## src/rtl/eu_iqueue_pkg.sv

```systemverilog
// rtl/eu_iqueue_pkg.sv - entry record types and default depth for the execution-unit instruction queue
package eu_iqueue_pkg;

  localparam int IQUEUE_DEPTH = 8;

  typedef struct packed {
    logic [7:0] uid;
    logic [4:0] rd;
    logic [5:0] opcode;
  } type_iqueue_opd;

  typedef union packed {
    logic [31:0] imm;
    struct packed {
      logic [15:0] tag;
      logic [15:0] offset;
    } fwd;
  } union_iqueue_operand;

  typedef struct packed {
    type_iqueue_opd      opd;
    logic                op0m;
    logic                op1m;
    union_iqueue_operand op0;
    union_iqueue_operand op1;
  } type_iqueue_entry;

endpackage

```

## src/rtl/eu_iqueue_ptr_ctrl.sv

```systemverilog
// rtl/eu_iqueue_ptr_ctrl.sv - read/write pointers with wrap bit, occupancy, full/empty and flush
module eu_iqueue_ptr_ctrl #(
  parameter int LOG2_DEPTH = 3
) (
  input  logic                  i_clk,
  input  logic                  i_rst_n,
  input  logic                  i_flush,
  input  logic                  i_push,
  input  logic                  i_pop,
  output logic [LOG2_DEPTH-1:0] o_widx,
  output logic [LOG2_DEPTH-1:0] o_ridx,
  output logic [LOG2_DEPTH:0]   o_count,
  output logic                  o_full,
  output logic                  o_empty
);

  localparam logic [LOG2_DEPTH:0] PTR_ONE = {{LOG2_DEPTH{1'b0}}, 1'b1};

  logic [LOG2_DEPTH:0] wptr;
  logic [LOG2_DEPTH:0] rptr;

  // Pointers advance on accepted handshakes; flush clears both and wins over any handshake.
  always_ff @(posedge i_clk or negedge i_rst_n) begin
    if (!i_rst_n) begin
      wptr <= '0;
      rptr <= '0;
    end else if (i_flush) begin
      wptr <= '0;
      rptr <= '0;
    end else begin
      if (i_push) wptr <= wptr + PTR_ONE;
      if (i_pop)  rptr <= rptr + PTR_ONE;
    end
  end

  assign o_widx  = wptr[LOG2_DEPTH-1:0];
  assign o_ridx  = rptr[LOG2_DEPTH-1:0];
  assign o_count = wptr - rptr;
  assign o_empty = (wptr == rptr);
  assign o_full  = (wptr[LOG2_DEPTH] != rptr[LOG2_DEPTH]) &&
                   (wptr[LOG2_DEPTH-1:0] == rptr[LOG2_DEPTH-1:0]);

endmodule

```

## src/rtl/eu_iqueue.sv

```systemverilog
// rtl/eu_iqueue.sv - per-unit instruction FIFO between dispatch and issue; EU_IQUEUE_BYPASS_EN enables empty-queue bypass
module eu_iqueue
  import eu_iqueue_pkg::*;
#(
  parameter  int DEPTH      = IQUEUE_DEPTH,
  localparam int LOG2_DEPTH = $clog2(DEPTH)
) (
  input  logic                  i_clk,
  input  logic                  i_rst_n,
  input  logic                  i_flush,
  input  type_iqueue_entry      i_in_entry,
  input  logic                  i_in_valid,
  output logic                  o_in_ready,
  output type_iqueue_entry      o_out_entry,
  output logic                  o_out_valid,
  input  logic                  i_out_ready,
  output logic [LOG2_DEPTH:0]   o_count
);

  type_iqueue_entry storage [DEPTH];
  type_iqueue_entry head;

  logic [LOG2_DEPTH-1:0] widx;
  logic [LOG2_DEPTH-1:0] ridx;
  logic                  full;
  logic                  empty;
  logic                  push;
  logic                  push_q;
  logic                  pop;

  eu_iqueue_ptr_ctrl #(
    .LOG2_DEPTH(LOG2_DEPTH)
  ) u_ptr_ctrl (
    .i_clk   (i_clk),
    .i_rst_n (i_rst_n),
    .i_flush (i_flush),
    .i_push  (push_q),
    .i_pop   (pop),
    .o_widx  (widx),
    .o_ridx  (ridx),
    .o_count (o_count),
    .o_full  (full),
    .o_empty (empty)
  );

  // Ready comes from registered occupancy only, so a full queue refuses a push even while popping.
  assign o_in_ready = !full;
  assign push       = i_in_valid & o_in_ready;
  assign pop        = !empty & i_out_ready;
  assign head       = empty ? '0 : storage[ridx];

`ifdef EU_IQUEUE_BYPASS_EN
  logic bypass;
  logic bypass_take;

  // An empty queue forwards the offered entry; if issue takes it, nothing is stored.
  assign bypass      = empty & i_in_valid & !i_flush;
  assign bypass_take = bypass & i_out_ready;
  assign o_out_valid = !empty | bypass;
  assign o_out_entry = bypass ? i_in_entry : head;
  assign push_q      = push & !bypass_take;
`else
  assign o_out_valid = !empty;
  assign o_out_entry = head;
  assign push_q      = push;
`endif

  // Entry storage is not reset; only the pointers define which slots hold live entries.
  always_ff @(posedge i_clk) begin
    if (push_q && !i_flush) storage[widx] <= i_in_entry;
  end

endmodule
```

## config.mk

```make
export PLATFORM = sky130hd
export DESIGN_NAME = eu_iqueue
export DESIGN_NICKNAME = d
export VERILOG_FILES = /design/src/rtl/eu_iqueue_pkg.sv /design/src/rtl/eu_iqueue_ptr_ctrl.sv /design/src/rtl/eu_iqueue.sv
export SDC_FILE = /design/constraint.sdc
export NUM_CORES = 1
export LEC_CHECK = 0
export CAP_MARGIN = 10
export CELL_PAD_IN_SITES_DETAIL_PLACEMENT = 1
export CELL_PAD_IN_SITES_GLOBAL_PLACEMENT = 1
export CORE_MARGIN = 10
export CORE_UTILIZATION = 54
export CTS_BUF_LIST = sky130_fd_sc_hd__clkbuf_4 sky130_fd_sc_hd__clkbuf_8
export DETAILED_ROUTE_END_ITERATION = 12
export GPL_TIMING_DRIVEN = 0
export PLACE_DENSITY = 0.82
export SKIP_CTS_REPAIR_TIMING = 1
export SYNTH_ARGS = -nofsm -noshare
export SYNTH_HDL_FRONTEND = slang
export SYNTH_SLANG_ARGS = --single-unit
```

## constraint.sdc

```tcl
create_clock -name i_clk -period 15.11 [get_ports i_clk]
set_input_delay 1.511 -clock i_clk [delete_from_list [all_inputs] [get_ports i_clk]]
set_output_delay 1.511 -clock i_clk [all_outputs]
set_load 0.005 [all_outputs]
```

Word level (Yosys, flattened, before mapping)
Memories as Yosys holds them, arrays and structs flattened.
Index checks and enable logic that the tools add are counted.
{ "word_totals": {"mem_bits_rw": 680, "register_bits": 8, "mem_count": 1, "wordCells": 25, "latchBits": 0, "inputBits": 90, "rom_bits": 0} }
{ "classes": {"n_lt_le_gt_ge": 0, "n_mul": 0, "bitwise_logic": 2, "n_reduce_logical": 7, "n_div": 0, "n_mux": 7, "eq_ne": 3, "shift": 0, "addsub": 3} }
{ "mem_list": {"columns": ["memory", "depth", "width", "rd", "rd_ports_with_merged_regs", "wr", "line_no", "rtl"], "rows": [
  ["storage", 8, 85, 1, 0, 1, "eu_iqueue.sv:20", "type_iqueue_entry storage [DEPTH];"]
]} }
{ "ops": {"columns": ["operator", "count"], "rows": [
  ["$mux 85", 1],
  ["$mux 4", 4],
  ["$add 4x1->4 const B", 2],
  ["$eq 4x4->1", 1],
  ["$reduce_bool 2->1", 2],
  ["$sub 4x4->4", 1],
  ["$eq 3x3->1", 1],
  ["$logic_not 1->1", 3],
  ["$and 1x1->1", 2],
  ["$logic_and 1x1->1", 2],
  ["$mux 1", 2],
  ["$ne 1x1->1", 1]
]} }

Depth between registers and ports, before layout
{ "depth": {"ltp_word": 7, "ltp_mapped": 10} }

Hierarchy
Synthesis repeated with hierarchy kept, for this count alone.
{ "hier_totals": {"cells_unflattened": 1152, "hier_area_um2": 26475.4} }
{ "modules_own_cells": {"columns": ["mod", "cells_per_inst", "area_per_inst_um2", "n_inst"], "rows": [
  ["eu_iqueue", 1096, 25933.6, 1],
  ["eu_iqueue_ptr_ctrl", 56, 541.8, 1]
]} }

Worst setup path after synthesis
Ideal clock, no wire load.
{ "synth_timing": {"path_type": "input to register", "from": "in i_flush", "to": "mem storage[1][0] (netlist bit), enable pin", "arrival_ns": 10.572, "setup_slack_ns": 3.771, "path_buffers": 1, "stages": 3, "cell_sequence": "clkbuf_1 > nor2_1 > nor4b_1"} }
{ "synth_between": {"elab_chain_len": 4} }
{ "synth_rtl": {"columns": ["element", "line_no", "rtl"], "rows": [
  ["start, declared", "eu_iqueue.sv:10", "input logic i_flush,"],
  ["$logic_not 1->1", "eu_iqueue.sv:70", "if (push_q && !i_flush) storage[widx] <= i_in_entry;"],
  ["$logic_and 1x1->1", "eu_iqueue.sv:70", null],
  ["$mux 1", "eu_iqueue.sv:70", null],
  ["$mux 1 (not written as such)", "eu_iqueue.sv:70", null],
  ["end, declared", "eu_iqueue.sv:20", null]
]} }
No other way between the ends.

==> out/qor.txt <==
H-tree lvl count - 3
Psw - 1.09 mW
Core area - 47600 um2
Vias per Instance - 5.98
Period utilization - 37.6%
Most used cell, CP - buf_2
Fin Setup TNS - 0 ns
Fillcell total - 3884
Global-route usage over all layers - 22.8%
Initial Util - 54.6%
Ports - 181
Setup WS pre-CTS - 10.09 ns
CTS max path bufs - 3
Root buffer cell - clkbuf_8
Worst Hold Class - flop to flop
Unrepaired setup endpoints after global routing - no
P_leak - 10.3 nW
Post-detail-place hpwl - 43800 um
Clock buffer count from CTS - 107
CP max stage delay - 0.56 ns
Power Dens Cells - 141 nW/um2
Relative slew margins - 33.1%
Row count - 80
Measured slew at the worst slew-check pin - 0.995 ns
Chip width - 239 um
Tmin final - 5.67 ns
Initial antenna violation count - 8
Post-Syn Nets - 1161
Wire length per cell - 29.7 um
CTS tree - built
Netlist cell types - 29
Synth warnings - 0
Mapped Area - 26000 um2
Mapped Cells - 1065
Clk slew on worst S/H paths - 0.06 ns
# Max-Cap Violations - 0
Vias in the first global route - 14.4k
Crit path max-delay family - buffers and inverters
Final GP Congestion - 0.741
Peak supply drop - 0.0000790 V
Pin count of the biggest net entering global routing - 15
CP startpoint kind - flop
Setup Crit Path Kind - flop to output pin
Crit path arrival time - 4.16 ns
Fmax - 0.176 GHz
Setup violators final - 0
Combinational power share - 17.6%
Final hold vios - 0
GR Overflow Total - 0
Pint - 3.36 mW
Final Max Tran Viols - 0
Sequential power share - 48.0%
Area Overhead vs Synth - 21.8%
Fin nets - 1555
Crit-path slowest cell - clkdlybuf4s50_1
Initial DRT Pass Iterations - 7
Routed WL - 64400 um
Clock sink total - 688
Routed Antenna Nets - 0
Worst-Skew Late Latency - 0.72 ns
Critical Path Fanout Max - 10
CP bufs+invs - 7
Required @ worst endpoint - 13.60 ns
1st-iter DRT viols - 1209
Status - completed
Yosys reg bits - 688
Share of cells above drive strength 1 - 32.2%
Worst Skew - 0.0354 ns
Worst setup EP type - output pin
Clock power frac - 34.4%
Syn avg cell area - 24.4 um2
Sequential fraction of the synthesis area - 79.3%
Final setup margin - 9.44 ns
Die area - 57300 um2
Vias post-DR - 13.0k
Switch share - 24.5%
Critical path, cell by cell - buf_2 -> buf_2 -> inv_1 -> ha_1 -> and3_1 -> buf_2 -> a21oi_4 -> buf_4 -> buf_4 -> a22o_1 -> clkdlybuf4s50_1
IO Port Bufs - 180
Die height - 239 um
Global-route wire length before repair - 95600 um
# DRC - 0
[tightest hold or removal path, delay by kind of cell, from the launching register on]
kind / cells / cell delay (ns)
AOI/OAI and AO/OA: 1 / 0.07
DFF: 1 / 0.48
and+or+nand+nor: 1 / 0.10
[cell usage after synthesis]
cell type  count  share of area, %
a21oi_4        2              0.13
buf_2         20              0.38
fa_1           1             0.077
dfrtp_1        8              0.77
o211ai_1       2             0.058
nor3_1         3             0.058
buf_4         11              0.32
inv_1          8              0.12
xnor2_1        7              0.24
buf_6         10              0.43
nand3_1        3             0.058
nor2_1         7              0.10
edfxtp_1     680                79
o21ai_4        1             0.063
and3_1         1             0.024
ha_1           5              0.24
nand2_1        6             0.087
a22o_1        85               2.9
xor2_1         2             0.067
a21oi_1        5             0.096
nand4_1        2             0.048
nor4b_1        1             0.034
nand2b_1       1             0.024
mux4_2       170                15
a21o_1         1             0.029
clkbuf_1      17              0.25
nor4_1         4             0.096
o21ai_0        1             0.019
xnor2_4        1              0.11
[sequential cells by signal (all words and copies together), names as in the netlist]
register and count:
storage 680, u_ptr_ctrl.rptr 4, u_ptr_ctrl.wptr 4
[final timing paths]
kind | cells past startpoint | startpoint | slack, ns | endpoint
setup / recovery | 11 | u_ptr_ctrl.rptr[1] | 9.44 | o_out_entry[31]
hold / removal | 2 | u_ptr_ctrl.wptr[1] | 0.69 | u_ptr_ctrl.wptr[1]
setup reg to reg | 13 | u_ptr_ctrl.rptr[1] | 10.88 | storage[1][41]
hold reg to reg | 2 | u_ptr_ctrl.wptr[1] | 0.69 | u_ptr_ctrl.wptr[1]
max in group asynchronous | 1 | i_rst_n | 13.67 | u_ptr_ctrl.rptr[0]
min in group asynchronous | 1 | i_rst_n | 1.13 | u_ptr_ctrl.rptr[3]
[layout make-up]
cell class	instances	area (um2)	area share, %
sequential	688	20600	65.1
multi-input combinational	311	5050	15.9
timing repair buffer	285	2730	8.60
clock buffer	145	1780	5.63
tap	615	769	2.43
buffer	58	359	1.13
clock inverter	53	322	1.02
inverter	8	30.0	0.0948
antenna	7	17.5	0.0553
[power groups by stage]
stage	logic [mW]	registers [mW]	clock network (mW)
floorplan	0.424	2.18	0
global placement	0.764	2.19	0
detailed placement	0.795	2.18	0
CTS	0.801	2.14	1.56
global route	0.838	2.14	1.65
finish	0.784	2.14	1.53
[stage by stage]
stage	total power, mW	std cells	util (%)	hold slack (ns)	instance area, um2
final	4.45	2170	66.5	0.694	31700
after global routing	4.63	2168	66.5	0.720	31700
after CTS	4.50	2163	66.4	0.690	31700
after detailed placement	2.97	1965	62.0	0.682	29600
after global placement	2.95	1860	60.0	0.647	28600
after floorplan	2.60	1065	-	0.596	26000
[kinds of logic (layout without fill, tap and decap cells)]
| group | count (synthesis) | in the layout | synth area share (%) |
|---|---|---|---|
| compound gates | 97 | 97 | 3.25 |
| xor+xnor | 10 | 10 | 0.409 |
| fa+ha+maj | 6 | 6 | 0.317 |
| buf+inv | 66 | 549 | 1.50 |
| flops | 688 | 688 | 79.3 |
| mux | 170 | 170 | 14.7 |
| other cells | 0 | 7 | 0 |
| simple gates | 28 | 28 | 0.529 |
[metal layers]
layer | global-route usage [%] | share of wire (%) | vias up
li1 | - | - | 5451
met1 | 28.5 | 39 | 6928
met2 | 39.3 | 53 | 493
met3 | 4.74 | 6.0 | 102
met4 | 7.68 | 2.3 | 4
met5 | 0 | 0.048 | -
[placed cells by master (no fill, tap or decap), types with 2 or more instances in the layout]
master,Yosys,layout
mux4_2,170,170
clkinv_1,0,27
nand4_1,2,2
buf_6,10,42
o211ai_1,2,2
inv_1,8,8
nor4_2,0,4
clkinv_2,0,18
a21oi_1,5,5
nor2_1,7,7
ha_1,5,5
nor3_2,0,3
xor2_1,2,2
nand2_1,6,6
clkbuf_4,0,34
a22o_1,85,85
clkbuf_8,0,111
edfxtp_1,680,680
nand3_1,3,3
clkbuf_1,17,17
buf_8,0,2
a21oi_4,2,2
clkdlybuf4s50_1,0,180
buf_4,11,82
clkinvlp_4,0,3
xnor2_1,7,7
buf_2,20,20
inv_6,0,2
dfrtp_1,8,8
diode_2,0,7
bufinv_16,0,3
Power figures use the tool's default switching activity.
